<file path="config.mk">
export PLATFORM = sky130hd
export DESIGN_NAME = id_ex_stage
export DESIGN_NICKNAME = d
export VERILOG_FILES = /design/src/rtl/mips_pipe_pkg.sv /design/src/rtl/id_ex_stage_fwd_unit.sv /design/src/rtl/id_ex_stage.sv
export SDC_FILE = /design/constraint.sdc
export NUM_CORES = 1
export LEC_CHECK = 0
export BUFFER_PORTS_ARGS = -buffer_cell sky130_fd_sc_hd__buf_2
export CORE_AREA = 2 2 122 124
export DETAILED_ROUTE_END_ITERATION = 16
export DIE_AREA = 0 0 124 126
export GPL_TIMING_DRIVEN = 0
export PLACE_DENSITY_LB_ADDON = 0.05
export SYNTH_ARGS = -nofsm -noshare
export SYNTH_HDL_FRONTEND = slang
export SYNTH_HIERARCHICAL = 1
export SYNTH_SLANG_ARGS = --single-unit
</file>
<file path="constraint.sdc">
create_clock -name clk -period 2.6 [get_ports clk]
set_input_delay 0.52 -clock clk [delete_from_list [all_inputs] [get_ports clk]]
set_output_delay 0.52 -clock clk [all_outputs]
set_load 0.05 [all_outputs]
</file>
<file path="src/rtl/mips_pipe_pkg.sv">
// Shared types and constants for the 5-stage MIPS pipeline:
// ALU opcode encodings, the zero-register index and the packed decode control bundle.
package mips_pipe_pkg;

    localparam int unsigned ALU_OP_W = 4;
    localparam int unsigned REG_ZERO = 0;

    localparam logic [ALU_OP_W-1:0] ALU_ADD = 4'h0;
    localparam logic [ALU_OP_W-1:0] ALU_SUB = 4'h1;
    localparam logic [ALU_OP_W-1:0] ALU_AND = 4'h2;
    localparam logic [ALU_OP_W-1:0] ALU_OR  = 4'h3;
    localparam logic [ALU_OP_W-1:0] ALU_XOR = 4'h4;
    localparam logic [ALU_OP_W-1:0] ALU_NOR = 4'h5;
    localparam logic [ALU_OP_W-1:0] ALU_SLT = 4'h6;
    localparam logic [ALU_OP_W-1:0] ALU_SLL = 4'h7;
    localparam logic [ALU_OP_W-1:0] ALU_SRL = 4'h8;
    localparam logic [ALU_OP_W-1:0] ALU_SRA = 4'h9;
    localparam logic [ALU_OP_W-1:0] ALU_LUI = 4'hA;

    // Decoded control carried from ID into EX as a single registered field
    typedef struct packed {
        logic                reg_write;
        logic                mem_read;
        logic                mem_write;
        logic                alu_src;
        logic                reg_dst;
        logic [ALU_OP_W-1:0] alu_op;
    } ctrl_t;

endpackage

</file>
<file path="src/rtl/id_ex_stage_fwd_unit.sv">
// Operand forwarding mux for one EX source operand.
// EX/MEM result beats MEM/WB data, which beats the registered read data;
// register 0 is hard-wired to zero and therefore never forwarded.
module fwd_unit
    import mips_pipe_pkg::*;
#(
    parameter int unsigned DATA_W = 32,
    parameter int unsigned REG_AW = 5
) (
    input  logic [REG_AW-1:0] src_idx,
    input  logic [DATA_W-1:0] reg_val,
    input  logic              exm_reg_write,
    input  logic [REG_AW-1:0] exm_rd,
    input  logic [DATA_W-1:0] exm_result,
    input  logic              mwb_reg_write,
    input  logic [REG_AW-1:0] mwb_rd,
    input  logic [DATA_W-1:0] mwb_data,
    output logic [DATA_W-1:0] fwd_val
);

    // Priority select of the newest in-flight value for src_idx
    always_comb begin
        fwd_val = reg_val;
        if (exm_reg_write && (exm_rd != REG_AW'(REG_ZERO)) && (exm_rd == src_idx)) begin
            fwd_val = exm_result;
        end else if (mwb_reg_write && (mwb_rd != REG_AW'(REG_ZERO)) && (mwb_rd == src_idx)) begin
            fwd_val = mwb_data;
        end
    end

endmodule

</file>
<file path="src/rtl/id_ex_stage.sv">
// ID/EX pipeline register with operand forwarding and load-use hazard detection.
// A load in EX whose destination is read by the instruction in ID costs one
// bubble; the load value then reaches the consumer through MEM/WB forwarding.
// A taken branch (flush) squashes the decode slot and overrides any stall.
// Optional build macro IDEX_PERF_CNT_EN adds stall/flush cycle counters.
module id_ex_stage
    import mips_pipe_pkg::*;
#(
    parameter int unsigned DATA_W  = 32,
    parameter int unsigned REG_AW  = 5,
    parameter int unsigned ALUOP_W = 4
) (
    input  logic               clk,
    input  logic               rst_n,
    input  logic               id_valid,
    input  logic [REG_AW-1:0]  id_rs,
    input  logic [REG_AW-1:0]  id_rt,
    input  logic [REG_AW-1:0]  id_rd,
    input  logic               id_rs_used,
    input  logic               id_rt_used,
    input  logic [DATA_W-1:0]  id_rs_data,
    input  logic [DATA_W-1:0]  id_rt_data,
    input  logic [DATA_W-1:0]  id_imm,
    input  logic               id_reg_write,
    input  logic               id_mem_read,
    input  logic               id_mem_write,
    input  logic               id_alu_src,
    input  logic               id_reg_dst,
    input  logic [ALUOP_W-1:0] id_alu_op,
    input  logic               flush,
    input  logic               exm_reg_write,
    input  logic [REG_AW-1:0]  exm_rd,
    input  logic [DATA_W-1:0]  exm_result,
    input  logic               mwb_reg_write,
    input  logic [REG_AW-1:0]  mwb_rd,
    input  logic [DATA_W-1:0]  mwb_data,
    output logic               stall,
    output logic               ex_valid,
    output logic [DATA_W-1:0]  ex_rs_val,
    output logic [DATA_W-1:0]  ex_rt_val,
    output logic [REG_AW-1:0]  ex_rt,
    output logic [REG_AW-1:0]  ex_dst,
    output logic [DATA_W-1:0]  ex_imm,
    output logic               ex_reg_write,
    output logic               ex_mem_read,
    output logic               ex_mem_write,
    output logic               ex_alu_src,
    output logic [ALUOP_W-1:0] ex_alu_op
`ifdef IDEX_PERF_CNT_EN
    ,
    output logic [31:0]        perf_stalls,
    output logic [31:0]        perf_flushes
`endif
);

    logic              valid_q,   valid_d;
    ctrl_t             ctrl_q,    ctrl_d;
    logic [REG_AW-1:0] rs_q,      rs_d;
    logic [REG_AW-1:0] rt_q,      rt_d;
    logic [REG_AW-1:0] dst_q,     dst_d;
    logic [DATA_W-1:0] rs_data_q, rs_data_d;
    logic [DATA_W-1:0] rt_data_q, rt_data_d;
    logic [DATA_W-1:0] imm_q,     imm_d;
    logic              load_use;
    logic              unused_reg_dst;

    // Load in EX feeding a source the ID instruction actually reads
    always_comb begin
        load_use = valid_q && ctrl_q.mem_read && (dst_q != REG_AW'(REG_ZERO)) && id_valid &&
                   ((id_rs_used && (id_rs == dst_q)) || (id_rt_used && (id_rt == dst_q)));
        stall    = load_use && !flush;
    end

    // Next EX slot: capture decode, or a bubble on flush / load-use
    always_comb begin
        valid_d          = id_valid;
        ctrl_d.reg_write = id_reg_write & id_valid;
        ctrl_d.mem_read  = id_mem_read  & id_valid;
        ctrl_d.mem_write = id_mem_write & id_valid;
        ctrl_d.alu_src   = id_alu_src;
        ctrl_d.reg_dst   = id_reg_dst;
        ctrl_d.alu_op    = ALU_OP_W'(id_alu_op);
        rs_d             = id_rs;
        rt_d             = id_rt;
        dst_d            = id_reg_dst ? id_rd : id_rt;
        rs_data_d        = id_rs_data;
        rt_data_d        = id_rt_data;
        imm_d            = id_imm;
        if (flush || load_use) begin
            valid_d = 1'b0;
            ctrl_d  = '0;
        end
    end

    // ID/EX register bank
    always_ff @(posedge clk or negedge rst_n) begin
        if (!rst_n) begin
            valid_q   <= 1'b0;
            ctrl_q    <= '0;
            rs_q      <= '0;
            rt_q      <= '0;
            dst_q     <= '0;
            rs_data_q <= '0;
            rt_data_q <= '0;
            imm_q     <= '0;
        end else begin
            valid_q   <= valid_d;
            ctrl_q    <= ctrl_d;
            rs_q      <= rs_d;
            rt_q      <= rt_d;
            dst_q     <= dst_d;
            rs_data_q <= rs_data_d;
            rt_data_q <= rt_data_d;
            imm_q     <= imm_d;
        end
    end

    fwd_unit #(.DATA_W(DATA_W), .REG_AW(REG_AW)) u_fwd_rs (
        .src_idx       (rs_q),
        .reg_val       (rs_data_q),
        .exm_reg_write (exm_reg_write),
        .exm_rd        (exm_rd),
        .exm_result    (exm_result),
        .mwb_reg_write (mwb_reg_write),
        .mwb_rd        (mwb_rd),
        .mwb_data      (mwb_data),
        .fwd_val       (ex_rs_val)
    );

    fwd_unit #(.DATA_W(DATA_W), .REG_AW(REG_AW)) u_fwd_rt (
        .src_idx       (rt_q),
        .reg_val       (rt_data_q),
        .exm_reg_write (exm_reg_write),
        .exm_rd        (exm_rd),
        .exm_result    (exm_result),
        .mwb_reg_write (mwb_reg_write),
        .mwb_rd        (mwb_rd),
        .mwb_data      (mwb_data),
        .fwd_val       (ex_rt_val)
    );

    assign ex_valid       = valid_q;
    assign ex_rt          = rt_q;
    assign ex_dst         = dst_q;
    assign ex_imm         = imm_q;
    assign ex_reg_write   = ctrl_q.reg_write;
    assign ex_mem_read    = ctrl_q.mem_read;
    assign ex_mem_write   = ctrl_q.mem_write;
    assign ex_alu_src     = ctrl_q.alu_src;
    assign ex_alu_op      = ALUOP_W'(ctrl_q.alu_op);
    // Destination is already resolved at capture, so reg_dst is not consumed in EX
    assign unused_reg_dst = ctrl_q.reg_dst;

`ifdef IDEX_PERF_CNT_EN
    logic [31:0] perf_stalls_q,  perf_stalls_d;
    logic [31:0] perf_flushes_q, perf_flushes_d;

    // Free-running wrap-around event counters
    always_comb begin
        perf_stalls_d  = perf_stalls_q  + {31'd0, stall};
        perf_flushes_d = perf_flushes_q + {31'd0, flush};
    end

    // Counter registers
    always_ff @(posedge clk or negedge rst_n) begin
        if (!rst_n) begin
            perf_stalls_q  <= '0;
            perf_flushes_q <= '0;
        end else begin
            perf_stalls_q  <= perf_stalls_d;
            perf_flushes_q <= perf_flushes_d;
        end
    end

    assign perf_stalls  = perf_stalls_q;
    assign perf_flushes = perf_flushes_q;
`endif

endmodule

</file>
Word-level counts from Yosys, hierarchy flattened
Index checks and enable logic that the tools add are counted.
Widths: inputs -> output; s select.
{"block": "word_totals", "reg_bits": 120, "latchBits": 0, "mem_bits_rw": 0, "romBits": 0, "input_bits": 202, "out_inout_bits": 116, "wordCells": 47, "memories": 0}
{"block": "classes", "n_addsub": 0, "multipliers": 0, "div_mod_pow": 0, "magnitude_cmp": 0, "eq_ne": 6, "n_shift": 0, "n_mux": 7, "bitwise": 3, "reduce_logical": 19}
{"cell": "$mux 32", "count": 4}
{"cell": "$eq 5x5->1", "count": 6}
{"cell": "$reduce_bool 5->1", "count": 3}
{"cell": "$logic_and 1x1->1", "count": 13}
{"cell": "$mux 9", "count": 1}
{"cell": "$mux 5", "count": 1}
{"cell": "$and 1x1->1", "count": 3}
{"cell": "$logic_or 1x1->1", "count": 2}
{"cell": "$logic_not 1->1", "count": 1}
{"cell": "$mux 1", "count": 1}

Depth between registers and ports, before layout
Gate-level depths: netlist (run 1).
{"block": "depth", "word_depth": 6, "depth_mapped": 6, "ltp_nobuf": 4}

Modules after synthesis
The synthesis (run 1) kept the hierarchy.
{"mod": "id_ex_stage", "instances": 1, "cells_per_inst": 163, "area_per_inst_um2": 3310.7}
{"mod": "fwd_unit", "instances": 2, "cells_per_inst": 185, "area_per_inst_um2": 1167.4}

Worst setup path before layout (run 1)
Ideal clock, no wire load.
{"block": "synth_path", "kind": "register to output", "from": "register rt_q[2], in the netlist ex_rt[2]", "to": "output ex_rt_val[10]", "t_arrival_ns": 2.457, "t_required_ns": 2.080, "slack_ns": -0.377, "stages_incl_launch_ff": 6, "cell_sequence": "dfrtp_1 nor4_1 o21a_1 buf_1 o31ai_1 a31oi_1"}
{"block": "synth_via", "elab_chain_cells": 4}
{"element": "from (decl)", "line": "id_ex_stage.sv:59", "rtl": "logic [REG_AW-1:0] rt_q, rt_d;"}
{"element": "from (signal assigned)", "line": "id_ex_stage.sv:110", "rtl": "rt_q <= rt_d;"}
{"element": "$eq 5x5->1", "line": "id_ex_stage_fwd_unit.sv:26", "rtl": "end else if (mwb_reg_write && (mwb_rd != REG_AW'(REG_ZERO)) && (mwb_rd == src_idx)) begin"}
{"element": "$logic_and 1x1->1", "line": "id_ex_stage_fwd_unit.sv:26"}
{"element": "$mux 32", "line": "id_ex_stage_fwd_unit.sv:26"}
{"element": "$mux 32 (*)", "line": "id_ex_stage_fwd_unit.sv:24", "rtl": "if (exm_reg_write && (exm_rd != REG_AW'(REG_ZERO)) && (exm_rd == src_idx)) begin"}
{"element": "to (decl)", "line": "id_ex_stage.sv:40", "rtl": "output logic [DATA_W-1:0] ex_rt_val,"}
Mark *: on every way between the ends. The rest lies on a longest branch, timed or not.

Worst setup path in the final report (run 1)
{"block": "layout_path", "from": "register rt_q[3], in the netlist ex_rt[3]", "to": "output ex_rt_val[14]"}
The elaborated chain is that of the path after synthesis.

==> results.yml, run 1 <==
sta:
  finalSetupViolCount: 64
  layout_setup_ws_ns: -0.243
  maxSlewHeadroom_pct: 59.7
  hold_viol: 0
  rsz0062_at_grt: "yes"
  max_slew.worst_pin.slew_ns: 0.599
  fin_crit_sh_pct: 109
  max_freq_mhz: 352
  finalClockSkew_ns: 0.00778
  finalCriticalPeriod_ns: 2.84
  maxSlewViolCount: 0
  hold-worst-slack_ns: 0.0315
layout:
  utilization_pct: 80.1
  nets: 1092
  final_cell_mix: "buf_2, dfrtp_1, buf_6"
  final_common_cell: "buf_2"
  area_growth_pct: 103
  drive_above_1_share_pct: 74.0
  postLayoutCellArea_mm2: 0.0115
route:
  drc: 0
  wl_per_cell_um: 24.0
  finalWirelength_mm: 26.2
  dr_total_vias: 6632
  via_per_inst: 6.08
  drt_first_pass_iters: 5
  drt_iter0_drc: 456
  ant_nets: 0
logic_synthesis:
  ys_seq_elements: 120
  synth.top_cell.area_share_pct: 53.2
  syn_nets: 735
  ys_types: 30
  synthCells: 533
  yosys_warnings: 6
  synth_top_area_cell: "dfrtp_1"
  syn_area_per_cell_um2: 10.6
  syn-cell-area_mm2: 0.00565
  ys_seq_area_share_pct: 53.2
  ys_top_cells_by_area: "dfrtp_1, o31ai_1, nand4_1"
clocking:
  cts_hold_buf: 0
  cts_made_buffers: 17
  cts-root-buf: "clkbuf_16"
  path_clk_slew_ns: 0.06
  htree_levels: 4
  tritoncts: "built"
  cts_buffer_depth: 2
  cts_num_sinks: 120
  clk_latency_ns: 0.43
critical_path:
  crit_type: "flip-flop to output pin"
  r2r_setup_slack_ns: 1.16
  end_kind: "output pin"
  crit_fanout: 10
  start_kind: "flip-flop"
  arrival_ns: 2.32
  r2r_start: "ex_dst[4]"
  critPathLaunch: "ex_rt[3]"
  required_ns: 2.08
floorplanning:
  die_h_um: 126
  core_area_mm2: 0.0143
  die_x_um: 124
  io_pins: 318
  dieArea_mm2: 0.0156
  rows: 44
  start_util_pct: 39.4
power:
  clkPwrFrac_pct: 38.1
  switching_power_mw: 2.25
  power.density_mw_per_mm2: 554
  power.share.switching_pct: 35.4
  irDropWorstVdd_uv: 535
  intPower_mw: 4.10
  total_power_mw: 6.35
  leakage_nw: 4.46
  power_frac_seq_pct: 32.0
  power_frac_comb_pct: 29.9
flow_run:
  maxCapViolations: 0
place:
  dp_slack_ns: -0.482
  hpwl_mm: 16.7
  placed_cell_area_mm2: 0.00816
  portBuffers: 317
  place.gp.congestion: 0.885
grt:
  grt_pass1_wl_mm: 35.2
  grt_antenna_before_repair: 4
  grt_pass1_vias: 6684
  grt_max_degree: 70
  grt_overflow_total: 0
  grt_usage_pct: 29.8
hold_path:
  min_path_type: "input pin to async pin"
outcome:
  status: "finished, violations left"
  violations: "setup timing"
[per-stage QoR]
| stage | TNS (ns) | std cells |
|---|---|---|
| 3_3_place_gp | -64.20 | 1034 |
| 3_5_place_dp | -23.71 | 1035 |
| 2_1_floorplan | -0.117 | 533 |
| 6_report | -10.95 | 1090 |
| 4_1_cts | -9.25 | 1074 |
| 5_1_grt | -14.01 | 1090 |
[kinds of logic after synthesis]
| group | count (synthesis) | synth area share (%) |
|---|---|---|
| buffers and inverters | 66 | 5.45 |
| AO/OA/AOI/OAI | 145 | 17.9 |
| AND/OR/NAND/NOR | 171 | 18.4 |
| multiplexers | 5 | 0.997 |
| XOR/XNOR | 26 | 4.03 |
| flip-flops | 120 | 53.2 |
[cell type report]
| cell class | instances | area (um^2) |
|---|---|---|
| diodes | 3 | 7.51 |
| plain buffers | 56 | 603 |
| clock buffers | 18 | 439 |
| clock inverters | 14 | 160 |
| fillers | 835 | 2850 |
| multi-input cells | 347 | 4680 |
| flip-flops and latches | 120 | 3010 |
| well taps | 184 | 230 |
| repair buffers | 348 | 2330 |
[state kept, by name (all words and copies together), names as in the netlist, 4 cells and up]
| register | count |
|---|---|
| ex_dst | 5 |
| rs_data_q | 32 |
| ex_alu_op | 4 |
| ex_rt | 5 |
| ex_imm | 32 |
| rt_data_q | 32 |
| rs_q | 5 |
[metal layers]
| metal | GRT usage [%] | vias to the layer above | part of all wire [%] |
|---|---|---|---|
| li1 | - | 2863 | - |
| met1 | 32.3 | 3323 | 35 |
| met2 | 52.8 | 357 | 53 |
| met3 | 9.56 | 87 | 7.7 |
| met4 | 12.3 | 2 | 4.0 |
| met5 | 0 | - | 0.057 |
[power groups by stage]
stage / Sequential, mW / Clock, mW / Combinational, mW
floorplan: 2.18 / 0 / 0.696
global placement: 2.04 / 0 / 1.28
detailed placement: 2.04 / 0 / 1.31
CTS: 2.03 / 2.44 / 1.62
global route: 2.04 / 2.52 / 1.97
finish: 2.03 / 2.42 / 1.90
[final timing paths]
| path | endpoint | depth (start not counted) |
|---|---|---|
| worst max register to register | ex_alu_op[0] | 5 |
| max in group asynchronous | ex_rt[2] | 2 |
| min in group clk | rs_data_q[20] | 1 |
| worst min register to register | ex_alu_src | 3 |
| worst max-delay path | ex_rt_val[14] | 6 |
| worst min-delay path | rt_data_q[25] | 1 |
[repair_timing]
action | in CTS | in global routing
pin swaps | 15 | 21
cloned | 1 | 3
resized for setup | 337 | 221
buffers inserted | 12 | 14
setup endpoints to repair | 64 | 65
[cells in the mapped netlist]
library cell	n
nand2_1	11
and2_1	4
or2_1	2
nand3_1	5
nor3_1	1
o31ai_1	64
and3b_1	1
clkbuf_1	46
nand4_1	66
dfrtp_1	120
or4_4	2
or3_1	2
nor4_1	66
mux2_2	5
buf_2	6
xnor2_1	26
o21a_1	2
o22ai_4	1
nor2_1	3
buf_4	2
a31oi_1	64
nor2b_1	1
and3_1	2
a21oi_1	9
nand2b_1	5
buf_1	6
buf_6	6
a21boi_0	1
o21ai_1	2
a21oi_4	2
[critical path: stages, from the launching register on]
cell and delay [ns]:
dfrtp_2 0.47, xnor2_2 0.25, and3_4 0.29, clkbuf_4 0.23, nand4_1 0.20, a31oi_4 0.26, buf_6 0.19
(Power assumes the default switching activity.)
==> run 2, diff against run 1 <==
- ABC_AREA: not set -> 1
- CORE_AREA: 2 2 122 124 -> not set
- CORE_ASPECT_RATIO: not set -> 0.7
- CORE_UTILIZATION: not set -> 42
- DIE_AREA: 0 0 124 126 -> not set
- SKIP_LAST_GASP: not set -> 1
- clock period: 2.6 -> 2.5 ns (I/O delays scaled with it)
==> run 2 against run 1 <==
Against the previous run:
- the flow still finishes with violations (setup timing)
- sequential cell count is the same
- die area shrank 2.3%
- largest cell class is now flip-flops and latches
- sequential power grew 2%
- global-route usage shrank 1.6 points
- clock power grew 2%
- first-iteration DRC count grew 29%
- worst setup slack gained 0.11 ns
==> results.yml, run 2 <==
sta:
  maxSlewHeadroom_pct: 68.4
  maxSlewViolCount: 0
  fin_crit_sh_pct: 105
  hold_viol: 0
  rsz0062_at_grt: "yes"
  max_freq_mhz: 380
  finalClockSkew_ns: 0.00976
  max_slew.worst_pin.slew_ns: 0.474
  finalSetupViolCount: 57
  hold-worst-slack_ns: 0.000570
  layout_setup_ws_ns: -0.135
  finalCriticalPeriod_ns: 2.63
clocking:
  htree_levels: 4
  cts_hold_buf: 0
  cts_buffer_depth: 2
  clk_latency_ns: 0.42
  tritoncts: "built"
  cts_made_buffers: 17
  cts_num_sinks: 120
  path_clk_slew_ns: 0.06
  cts-root-buf: "clkbuf_16"
floorplanning:
  die_h_um: 104
  core_area_mm2: 0.0141
  dieArea_mm2: 0.0153
  io_pins: 318
  start_util_pct: 43.9
  die_x_um: 147
  rows: 36
layout:
  final_cell_mix: "buf_2, inv_1, nand2_1"
  postLayoutCellArea_mm2: 0.00993
  num-fill-cells: 1151
  utilization_pct: 70.2
  nets: 1367
  final_common_cell: "buf_2"
  drive_above_1_share_pct: 45.3
  area_growth_pct: 60.1
route:
  drc: 0
  finalWirelength_mm: 22.4
  drt_iter0_drc: 587
  wl_per_cell_um: 16.3
  ant_nets: 0
  via_per_inst: 5.04
  drt_first_pass_iters: 5
  dr_total_vias: 6913
critical_path:
  r2r_start: "ex_dst[2]"
  r2r_end: "ex_alu_op[3]"
  crit_fanout: 8
  crit_type: "flip-flop to output pin"
  crit_end: "ex_rs_val[23]"
  r2r_setup_slack_ns: 1.27
  end_kind: "output pin"
  required_ns: 2.00
  worstRegToRegCells: 8
  critPathLaunch: "rs_q[1]"
  start_kind: "flip-flop"
  arrival_ns: 2.13
logic_synthesis:
  synthCells: 805
  ys_top_cells_by_area: "dfrtp_1, nand4_1, nand2_1"
  synthTopCellsByCount: "nand2_1, inv_1, nand4_1"
  syn_area_per_cell_um2: 7.71
  synthMostInstantiatedCell: "nand2_1"
  synth-edff-count: 0
  ys_seq_area_share_pct: 48.4
  ys_async_sr_fraction_pct: 100
  synth.top_cell.area_share_pct: 48.4
  yosys_warnings: 6
  ys_types: 21
  syn-cell-area_mm2: 0.00620
  synth_top_area_cell: "dfrtp_1"
  syn_nets: 1007
  ys_seq_elements: 120
  ys.flop_type: "dfrtp_1"
grt:
  met2_usage_pct: 43.3
  gr-usage-met3_pct: 7.53
  grt_pass1_wl_mm: 33.3
  grt_antenna_before_repair: 2
  met1_usage_pct: 37.8
  top_usage_layer: "met2"
  grt_max_degree: 73
  grt_overflow_total: 0
  grt_pass1_vias: 6548
  grt_usage_pct: 28.2
outcome:
  violations: "setup timing"
  status: "finished, violations left"
power:
  leakage_nw: 5.68
  irDropWorstVdd_uv: 455
  power.density_mw_per_mm2: 612
  total_power_mw: 6.07
place:
  hpwl_mm: 15.7
  portBuffers: 316
  placed_cell_area_mm2: 0.00806
  place.gp.congestion: 0.882
  dp_slack_ns: -0.174
flow_run:
  maxCapViolations: 0
hold_path:
  min_path_type: "input pin to async pin"
run 2: layout make-up:
| class | count | area (um^2) | share of cell area [%] |
|---|---|---|---|
| tap | 190 | 238 | 2.39 |
| timing repair buffer | 343 | 2410 | 24.2 |
| buffer | 47 | 355 | 3.58 |
| multi-input combinational | 460 | 2660 | 26.8 |
| sequential | 120 | 3000 | 30.3 |
| clock inverter | 15 | 168 | 1.69 |
| inverter | 176 | 661 | 6.65 |
| clock buffer | 17 | 425 | 4.28 |
| antenna | 3 | 7.51 | 0.0756 |
run 2: logic make-up after synthesis:
group | after synthesis | synth area share (%)
flops | 120 | 48.4
simple gates | 443 | 34.7
mux | 1 | 0.182
compound gates | 16 | 1.65
buf+inv | 225 | 15.1
run 2: metrics by stage:
stage,std cells,setup TNS (ns)
after detailed placement,1312,-5.73
after global placement,1311,-75.21
final,1371,-3.20
after global routing,1370,-9.57
after CTS,1352,-2.01
after floorplan,805,0
run 2: worst min path at each step:
| stage | startpoint | endpoint | slack [ns] | cells past startpoint |
|---|---|---|---|---|
| after CTS | rst_n | ex_imm[7] | 0.02 | 1 |
| final | rst_n | ex_imm[7] | 0.0006 | 1 |
| after detailed placement | rst_n | ex_imm[7] | 0.47 | 1 |
| after floorplan | rst_n | ex_alu_op[0] | 0.20 | 0 |
| after global routing | rst_n | ex_imm[7] | 0.03 | 1 |
| after global placement | id_imm[30] | ex_imm[30] | 0.61 | 1 |
run 2: metal layers:
layer | part of all wire [%] | vias to the layer above
met5 | 0 | -
met4 | 2.1 | 0
met3 | 9.1 | 38
met2 | 47 | 380
met1 | 42 | 3191
li1 | - | 3304
run 2: worst max-delay path, stage by stage, from the launching register on:
cell       delay, ns
dfrtp_1         0.41
or2_4           0.27
a21oi_4         0.14
buf_12          0.14
nand3_4         0.20
clkbuf_16       0.24
nand3_1         0.08
nand2_1         0.07
buf_6           0.16
run 2: where the power goes:
part / internal, mW / leakage [nW] / switching, mW
combinational: 0.533 / 3.99 / 1.00
sequential: 2.04 / 1.41 / 0.0383
clock: 1.49 / 0.279 / 0.971
run 2: what timing repair did:
action,4_1_cts,5_1_grt
cloned,0,7
gates resized for setup,159,158
setup endpoints to repair,64,64
buffers inserted,10,9
pin swaps,7,56
==> run 3, diff against run 2 <==
--- a/config.mk
+++ b/config.mk
@@ -8,6 +8,7 @@
 export ABC_AREA = 1
 export BUFFER_PORTS_ARGS = -buffer_cell sky130_fd_sc_hd__buf_2
+export CAP_MARGIN = 20
 export CORE_ASPECT_RATIO = 0.7
-export CORE_UTILIZATION = 42
+export CORE_UTILIZATION = 41
 export DETAILED_ROUTE_END_ITERATION = 16
 export GPL_TIMING_DRIVEN = 0
@@ -16,4 +17,3 @@
 export SYNTH_ARGS = -nofsm -noshare
 export SYNTH_HDL_FRONTEND = slang
-export SYNTH_HIERARCHICAL = 1
 export SYNTH_SLANG_ARGS = --single-unit
==> constraint.sdc (replaced) <==
create_clock -name clk -period 2.5 [get_ports clk]
set_input_delay 0.5 -clock clk [delete_from_list [all_inputs] [get_ports clk]]
set_output_delay 0.5 -clock clk [all_outputs]
set_load 0.005 [all_outputs]
==> run 3 against run 2 <==
Against the previous run:
- the run still ends with setup timing left
- global-route usage down 2.4 points
- cell count down 8.0%
- via count down 14%
- sequential share of layout area up 2.4 points
- die area down 4.1%
- critical path type unchanged
- largest cell class unchanged
- highest routed layer is now met5
==> results.yml, run 3 <==
outcome:
  status: "finished, violations left"
  violations: "setup timing"
grt:
  grt_overflow_total: 0
  grt_pass1_vias: 5713
  grt_antenna_before_repair: 3
  grt_max_degree: 84
  grt_pass1_wl_mm: 28.2
  grt_usage_pct: 25.8
hold_path:
  min_path_type: "input pin to flip-flop"
flow_run:
  maxCapViolations: 0
logic_synthesis:
  synthAdderAreaFrac_pct: 0
  synth_compound_gate_area_share_pct: 0.690
  synth-edff-count: 0
  synthTopCellsByCount: "nand3_1, nand2_1, dfrtp_1"
  syn_area_per_cell_um2: 8.24
  ys_seq_area_share_pct: 51.7
  ys_top_cells_by_area: "dfrtp_1, nand3_1, nand2_1"
  synth_xor_area_share_pct: 3.13
  syn_nets: 906
  syn-cell-area_mm2: 0.00580
  synth.top_cell.area_share_pct: 51.7
  ys_async_sr_fraction_pct: 100
  synth_top_family_by_area: "simple AND/OR/NAND/NOR gates"
  ys_types: 24
  synthSimpleGateAreaFrac_pct: 32.0
  yosys_warnings: 0
  yosys-mux-area-fraction_pct: 0.388
  synthCells: 704
  synthMostInstantiatedCell: "nand3_1"
  synth_top_area_cell: "dfrtp_1"
  ys_seq_elements: 120
  ys.flop_type: "dfrtp_1"
sta:
  hold-worst-slack_ns: 0.194
  hold_viol: 0
  max_freq_mhz: 398
  layout_setup_ws_ns: -0.0114
  finalCriticalPeriod_ns: 2.51
  maxSlewHeadroom_pct: 72.0
  fin_crit_sh_pct: 100
  finalSetupViolCount: 1
  max_slew.worst_pin.slew_ns: 0.420
  finalClockSkew_ns: 0.00355
  maxSlewViolCount: 0
  rsz0062_at_grt: "yes"
floorplanning:
  rows: 35
  io_pins: 318
  die_h_um: 102
  dieArea_mm2: 0.0146
  start_util_pct: 43.0
  die_x_um: 144
  core_area_mm2: 0.0135
place:
  placed_cell_area_mm2: 0.00765
  place_inst: 1206
  dp_slack_ns: 0.0631
  place.gp.congestion: 0.834
  portBuffers: 316
  hpwl_mm: 13.7
power:
  irDropWorstVdd_uv: 391
  leakage_nw: 5.22
  power.density_mw_per_mm2: 577
route:
  dr_total_vias: 5955
  ant_nets: 0
  wl_per_cell_um: 15.1
  finalWirelength_mm: 19.0
  drc: 0
  drt_first_pass_iters: 5
  via_per_inst: 4.72
  drt_iter0_drc: 343
critical_path:
  start_kind: "flip-flop"
  crit_fanout: 8
  required_ns: 2.00
  crit_type: "flip-flop to output pin"
  end_kind: "output pin"
  arrival_ns: 2.01
layout:
  drive_above_1_share_pct: 48.8
  num-fill-cells: 1204
  postLayoutCellArea_mm2: 0.00920
  final_common_cell: "buf_2"
  final_cells: 1261
  final_cell_mix: "buf_2, nand3_1, dfrtp_1"
  seq_area_mm2: 0.00300
  multiInputGateArea_mm2: 0.00264
  nets: 1264
  area_growth_pct: 58.6
clocking:
  tritoncts: "built"
  clk_latency_ns: 0.41
  htree_levels: 4
  cts_made_buffers: 17
  cts_buffer_depth: 2
  cts-root-buf: "clkbuf_16"
  path_clk_slew_ns: 0.06
  cts_num_sinks: 120
run 3: cell count changes in the layout (fill, tap and decap cells not counted), moves of 27 or more:
cell     delta
buf_2      +52
nand2_1    -27
nand2_2    -32
nand4_1   -130
nand3_1   +106
inv_1      -55
buf_6      -45
run 3: path summary, 6_finish.rpt:
path	start	to	slack (ns)	cells after the start
worst min register to register	ex_mem_read	ex_alu_op[0]	0.89	5
max in group asynchronous	rst_n	rs_data_q[26]	1.22	3
min in group asynchronous	rst_n	ex_alu_op[0]	0.56	2
worst max register to register	ex_dst[0]	ex_mem_write	1.13	7
worst min-delay path	id_rt_data[10]	rt_data_q[10]	0.19	1
worst max-delay path	ex_rt[1]	ex_rt_val[16]	-0.01	12
run 3: area by class of cell:
type | count | share of cell area (%)
diodes | 1 | 0.0272
repair buffers | 340 | 21.2
clock inverters | 14 | 1.50
well taps | 185 | 2.51
plain buffers | 36 | 3.77
clock buffers | 18 | 4.77
inverters | 119 | 4.85
flip-flops and latches | 120 | 32.6
multi-input cells | 428 | 28.7
run 3: logic make-up (layout without fill, tap and decap cells):
family,after synthesis,count (layout)
flops,120,120
compound gates,8,8
buf+inv,156,527
other cells,0,1
simple gates,399,399
xor+xnor,19,19
mux,2,2
run 3: what timing repair did:
item / 4_1_cts / 5_1_grt
resized for setup: 34 / 143
endpoints found under the hold margin: 35 / 0
cloned: 2 / 5
endpoints found under the setup margin: 60 / 61
buffers inserted: 6 / 9
pin swaps: 9 / 44
hold buffers: 1 / 0
run 3: critical path, cell delays in order (launching register included):
cell	delay, ns
dfrtp_1	0.42
inv_1	0.07
nand2_1	0.04
nand2_1	0.07
nand3_2	0.10
nor2_4	0.13
buf_12	0.13
nand2_8	0.10
buf_6	0.18
nand2_1	0.07
nand3_1	0.08
nand2_1	0.09
buf_2	0.11
run 3: where the power goes:
group / switching [mW] / internal (mW)
Clock: 0.944 / 1.42
Combinational: 0.482 / 0.388
Sequential: 0.0365 / 2.04
Total: 1.46 / 3.85
run 3: routing by layer:
metal	global-route usage (%)	wire, um	part of all wire (%)
met5	0	8	0.042
met4	6.88	148	0.78
met3	7.52	1600	8.4
met2	43.6	9190	48
met1	32.6	8080	42
run 3: through the flow:
step | utilization (%) | power, mW | setup TNS, ns
5_1_grt | 68.2 | 5.57 | -5.25
6_report | 68.2 | 5.31 | -0.0114
2_1_floorplan | - | 2.44 | 0
3_3_place_gp | 56.5 | 2.85 | -72.28
3_5_place_dp | 56.7 | 2.86 | 0
4_1_cts | 62.5 | 5.28 | -0.0218
